<file path="config.mk">
export PLATFORM = sky130hd
export DESIGN_NAME = sequenciador_tipo_r
export DESIGN_NICKNAME = d
export VERILOG_FILES = /design/src/rtl/sequenciador_tipo_r.sv
export SDC_FILE = /design/constraint.sdc
export NUM_CORES = 1
export LEC_CHECK = 0
export ABC_AREA = 0
export BUFFER_PORTS_ARGS = -buffer_cell sky130_fd_sc_hd__buf_2
export CAP_MARGIN = 25
export CORE_MARGIN = 8
export CORE_UTILIZATION = 40
export CTS_BUF_LIST = sky130_fd_sc_hd__clkbuf_4 sky130_fd_sc_hd__clkbuf_8
export DETAILED_ROUTE_END_ITERATION = 12
export PLACE_DENSITY = 0.81
export SLEW_MARGIN = 15
export SYNTH_ARGS = -nofsm -noshare
export SYNTH_HDL_FRONTEND = slang
export SYNTH_SLANG_ARGS = --single-unit
export TNS_END_PERCENT = 20
</file>
<file path="constraint.sdc">
create_clock -name clk -period 2.6 [get_ports clk]
set_input_delay 0 -clock clk [delete_from_list [all_inputs] [get_ports clk]]
set_output_delay 0 -clock clk [all_outputs]
set_load 0.1 [all_outputs]
</file>
<file path="src/rtl/sequenciador_tipo_r.sv">
// sequenciador_tipo_r: multi-cycle sequencer for MIPS R-type instructions.
// It accepts one instruction per valid/ready handshake, then drives the
// register-file read ports, the ALU operation code and the register-file
// write port through READ -> EXEC -> WRITE -> DONE. Unsupported opcodes or
// functs are rejected and complete immediately with Done+Error.
module sequenciador_tipo_r #(
    parameter int COUNT_WIDTH = 16
) (
    input  logic                   clk,
    input  logic                   rst_n,
    input  logic                   InstrValid,
    output logic                   InstrReady,
    input  logic [31:0]            Instr,
    output logic [4:0]             ReadRegister1,
    output logic [4:0]             ReadRegister2,
    input  logic [31:0]            ReadData1,
    input  logic [31:0]            ReadData2,
    output logic [3:0]             ALUOperation,
    input  logic [31:0]            ALUResult,
    input  logic                   Zero,
    output logic                   RegWrite,
    output logic [4:0]             WriteRegister,
    output logic [31:0]            WriteData,
    output logic                   Done,
    output logic                   Error,
    output logic [31:0]            Result,
    output logic                   ResultZero,
    output logic [COUNT_WIDTH-1:0] InstrCount
);

    typedef enum logic [2:0] {IDLE, READ, EXEC, WRITE, DONE} state_t;

    state_t                  state, stateNext;
    logic [4:0]              rdReg, rdNext;
    logic                    readyNext, regWriteNext, doneNext, errorNext, resultZeroNext;
    logic [4:0]              readReg1Next, readReg2Next, writeRegNext;
    logic [3:0]              aluOpNext;
    logic [31:0]             writeDataNext, resultNext;
    logic [COUNT_WIDTH-1:0]  countNext;
    logic [4:0]              decoded;

    // The sequencer never inspects shamt or the operand data; the ALU consumes the operands.
    logic unusedBits;
    assign unusedBits = ^{Instr[10:6], ReadData1, ReadData2};

    // Maps funct to {supported, ALU control code}.
    function automatic logic [4:0] decodeFunct(input logic [5:0] funct);
        logic [4:0] r;
        r = 5'b0_0000;
        case (funct)
            6'b100000: r = 5'b1_0010;  // add
            6'b100010: r = 5'b1_0110;  // sub
            6'b100100: r = 5'b1_0000;  // and
            6'b100101: r = 5'b1_0001;  // or
            6'b101010: r = 5'b1_0111;  // slt
            6'b100111: r = 5'b1_1100;  // nor
            default:   r = 5'b0_0000;
        endcase
        return r;
    endfunction

    assign decoded = decodeFunct(Instr[5:0]);

    // State and every output are registered; async reset discards any pending instruction.
    always_ff @(posedge clk or negedge rst_n) begin
        if (!rst_n) begin
            state         <= IDLE;
            rdReg         <= '0;
            InstrReady    <= 1'b0;
            ReadRegister1 <= '0;
            ReadRegister2 <= '0;
            ALUOperation  <= '0;
            RegWrite      <= 1'b0;
            WriteRegister <= '0;
            WriteData     <= '0;
            Done          <= 1'b0;
            Error         <= 1'b0;
            Result        <= '0;
            ResultZero    <= 1'b0;
            InstrCount    <= '0;
        end else begin
            state         <= stateNext;
            rdReg         <= rdNext;
            InstrReady    <= readyNext;
            ReadRegister1 <= readReg1Next;
            ReadRegister2 <= readReg2Next;
            ALUOperation  <= aluOpNext;
            RegWrite      <= regWriteNext;
            WriteRegister <= writeRegNext;
            WriteData     <= writeDataNext;
            Done          <= doneNext;
            Error         <= errorNext;
            Result        <= resultNext;
            ResultZero    <= resultZeroNext;
            InstrCount    <= countNext;
        end
    end

    // Next-state and next-output logic; pulses default low, held values default to themselves.
    always_comb begin
        stateNext      = state;
        rdNext         = rdReg;
        readyNext      = 1'b0;
        readReg1Next   = ReadRegister1;
        readReg2Next   = ReadRegister2;
        aluOpNext      = ALUOperation;
        regWriteNext   = 1'b0;
        writeRegNext   = '0;
        writeDataNext  = '0;
        doneNext       = 1'b0;
        errorNext      = 1'b0;
        resultNext     = Result;
        resultZeroNext = ResultZero;
        countNext      = InstrCount;
        case (state)
            IDLE: begin
                readyNext = 1'b1;
                if (InstrValid && InstrReady) begin
                    readyNext = 1'b0;
                    if (Instr[31:26] == 6'd0 && decoded[4]) begin
                        stateNext    = READ;
                        readReg1Next = Instr[25:21];
                        readReg2Next = Instr[20:16];
                        aluOpNext    = decoded[3:0];
                        rdNext       = Instr[15:11];
                    end else begin
                        stateNext = DONE;
                        doneNext  = 1'b1;
                        errorNext = 1'b1;
                    end
                end
            end
            READ: stateNext = EXEC;
            EXEC: begin
                // ALU output is settled by now; the write-back values come straight from it.
                stateNext      = WRITE;
                resultNext     = ALUResult;
                resultZeroNext = Zero;
                writeRegNext   = rdReg;
                writeDataNext  = ALUResult;
                regWriteNext   = (rdReg != 5'd0);
            end
            WRITE: begin
                stateNext = DONE;
                doneNext  = 1'b1;
                countNext = InstrCount + COUNT_WIDTH'(1);
            end
            DONE: begin
                stateNext = IDLE;
                readyNext = 1'b1;
            end
            default: stateNext = IDLE;
        endcase
    end

endmodule

</file>
==> summary.md <==
| Metric | Value |
|---|---|
| Final ANT Viol Nets | 0 |
| Largest family of logic cells by synthesized area | simple AND/OR/NAND/NOR gates |
| Final setup vio count | 0 |
| FF-to-FF Start | state[1] |
| RSZ-0062 raised after global routing | no |
| Mux contribution to synthesized area | under 10% |
| Share of cells above drive strength 1 | a little over two fifths |
| Boundary Pins | about 240 |
| WHS | 0.0211 ns |
| Sequential Power Share | around 30% |
| MaxCap Viol Count | 0 |
| Utilization after layout | between 50% and 60% |
| Total CTS buffers | 9 |
| Status | completed |
| Die Area | 0.0137 mm² |
| Clock root buffer | clkbuf_8 |
| H-tree depth | 3 |
| Vias in the first global route | 3356 |
| Comb power frac | between 50 and 60% |
| Final net count | approximately 640 |
| Setup CP Type | register to register |
| CTS tree | yes |
| Final Hold Viols | 0 |
| Tot Pwr | between 8000 and 9000 µW |
| Switching share of power | roughly 57% |
| Slew margin rel. | 51.2% |
| Synth top area cells | dfrtp_1 (69%), a21o_1 (5.9%), and3_1 (5.8%) |
| Final setup TNS | 0 ns |
| Placer Congestion | roughly 0.74 |
| Xor/xnor share of the synthesized area | under 10% |
| Seq/Total Area, Yosys | between 60% and 70% |
| Commonest cells after routing, fill and taps aside | buf_2 (165), dfrtp_1 (112), dlygate4sd3_1 (50) |
| CP Launch Type | register |
| Finished Layout Cells | ~650 |
| R2R Setup Slk | 0.64 ns |
| Required @ worst endpoint | 2.85 ns |
| Post-Synthesis Cell Area | between 0.004 and 0.005 mm² |
| Fin crit period | just under 2 ns |
| Peak Freq | slightly above 500 MHz |
| Antenna violations before repair | 0 |
| Worst slew pin tran | approximately 0.73 ns |
| Antenna diodes | 0 |
| GRT Residual Overflow | 0 |
| Fin crit share | between 70% and 80% |
| Simple-gate portion of the synthesized area | between 10% and 20% |
| Commonest non-fill, non-tap cell in the layout | buf_2 |
| WHS Path Cells | 3 |
| Largest net degree at the start of global routing | 64 |
| Yosys top cell by area | dfrtp_1 |
| DR DRC count | 0 |
| Worst R2R Path Depth | 4 |
| Syn nets | roughly 420 |
| Yosys warnings | 0 |
| DP HPWL | between 7000 and 8000 µm |
| Placed Cells | between 500 and 600 |
| Initial DRC count | 231 |
| Core box area | a little over 0.01 mm² |
| Avg Vias per Cell | about 4.8 |
| Clk pwr share | between 10% and 20% |
| Clk Latency, worst-skew pair | 0.36 ns |
| Seq cells post-synth | about 110 |
| Cell Pwr Density | 1430 mW/mm² |
| Die Ht | between 100 and 150 µm |
| Buffers on Ports | 166 |
| Global-route wire length before repair | roughly 17000 µm |
| Site Rows | 37 |
| Overall die width | 117 µm |
| Clock Sinks | roughly 110 |
| Reg clk slew, reported paths | 0.10 ns |
| Complex-gate fraction of the synthesized area | under 10% |
| Post-synth cell types | 32 |
| Worst-path maximum fanout | 42 |
| Hold/Removal Path Class | input port to register |
| Hold Path End | Error |
| CP Capture Type | register |
| GR Util All Layers | 15.8% |
| Async S/R FF share, synth | 100% |
| DR pass1 iterations | 6 |
| Final Skew | roughly 0.010 ns |
| Via count | between 3000 and 4000 |
| Hold Crit Start | Instr[27] |
| Final wirelength | between 10000 and 15000 µm |
| Top FF cell, synth | dfrtp_1 |
| Area share of fa/ha/maj cells after synthesis | less than 1% |
| Mapped Cells | approximately 290 |
| Slew Viols, Final | 0 |
| WP data arrival | ~2.2 ns |
| R2r endpoint | Result[13] |
| Top cell type's share of synthesized area | about two thirds |
| Internal power | 3530 µW |
| Peak supply drop | 0.000911 V |
| Wire per inst | about 17 µm |
| Area grow syn2layout | 41.5% |
| Initial core utilization | 40.4% |
| Clock Path Buffers | 2 |
| Cell leakage power | about 0.0034 µW |
| Post-CTS Setup Bufs | 0 |
| Number of synthesized flops with an enable pin | 0 |
| Avg Inst Size Synth | about 14 µm² |
| P_sw | around 4700 µW |
state kept, by name, summed over array words and instances, names as in the netlist:
register       count
Error              1
ResultZero         1
WriteRegister      5
ReadRegister2      5
RegWrite           1
Result            32
InstrReady         1
ALUOperation       4
WriteData         32
Done               1
state              3
rdReg              5
InstrCount        16
ReadRegister1      5
critical path: stages (launching register included):
cell	delay [ns]
dfrtp_1	0.36
buf_4	0.35
nand2_1	0.54
buf_4	0.40
a21o_1	0.20
cell usage after synthesis (2+ instances only):
cell	count
xor2_1	2
nor2_1	8
and3_1	38
or2_2	3
a21oi_1	2
nand2_1	8
o21a_1	2
nand3b_1	2
mux2_2	11
mux2_4	10
inv_1	2
clkbuf_1	13
nand3_1	5
nand4_1	6
nor3_1	4
nor4_1	2
xnor2_1	14
a21o_1	32
dfrtp_1	112
worst max path at each step:
stage                          start          endpoint  slack [ns]  depth (start not counted)
after floorplan           InstrReady   ALUOperation[0]        0.20                          6
after global placement     Instr[26]  ReadRegister2[3]        0.46                          6
after detailed placement   Instr[26]  ReadRegister2[1]        0.42                          6
after CTS                   state[1]        Result[13]        0.64                          4
after global routing        state[1]    InstrCount[13]        0.54                          5
final                       state[1]        Result[13]        0.64                          4
kinds of logic after synthesis:
| group | count (synthesis) |
|---|---|
| AO/OA/AOI/OAI | 38 |
| XOR/XNOR | 16 |
| adder cells (fa/ha/maj) | 1 |
| buffers and inverters | 17 |
| flip-flops | 112 |
| multiplexers | 21 |
| AND/OR/NAND/NOR | 84 |
power groups by stage:
| stage | clock (µW) | sequential [µW] | combinational [µW] |
|---|---|---|---|
| final | 1120 | 2430 | 4730 |
| after global routing | 1230 | 2480 | 4890 |
| after detailed placement | 0 | 2460 | 4690 |
| after CTS | 1160 | 2420 | 4750 |
| after floorplan | 0 | 5590 | 697 |
| after global placement | 0 | 2420 | 4640 |
stage by stage:
| step | setup slack [ns] | instance area, µm² |
|---|---|---|
| after floorplan | 0.201 | 4090 |
| after global placement | 0.462 | 5070 |
| after detailed placement | 0.422 | 5070 |
| after CTS | 0.645 | 5790 |
| after global routing | 0.544 | 5790 |
| final | 0.637 | 5790 |
per-layer routing:
metal / routed length [µm] / vias to the layer above / track usage (%)
met3: 825 / 18 / 4.10
li1: - / 1433 / -
met1: 4080 / 1518 / 17.0
met5: 0 / - / 0
met2: 5580 / 117 / 28.3
met4: 202 / 0 / 7.85
final cells by class:
class	count	area, µm²
clock inverters	5	81.3
flip-flops and latches	112	2800
inverters	2	7.51
clock buffers	11	139
repair buffers	221	1380
multi-input cells	160	1200
well taps	136	170
fillers	822	4350
timing repair:
action | in CTS | in global routing
resized for setup | 0 | 0
endpoints found under the hold margin | 128 | 0
hold buffers | 50 | 0
No activity file was read; power rests on OpenSTA's default activity.
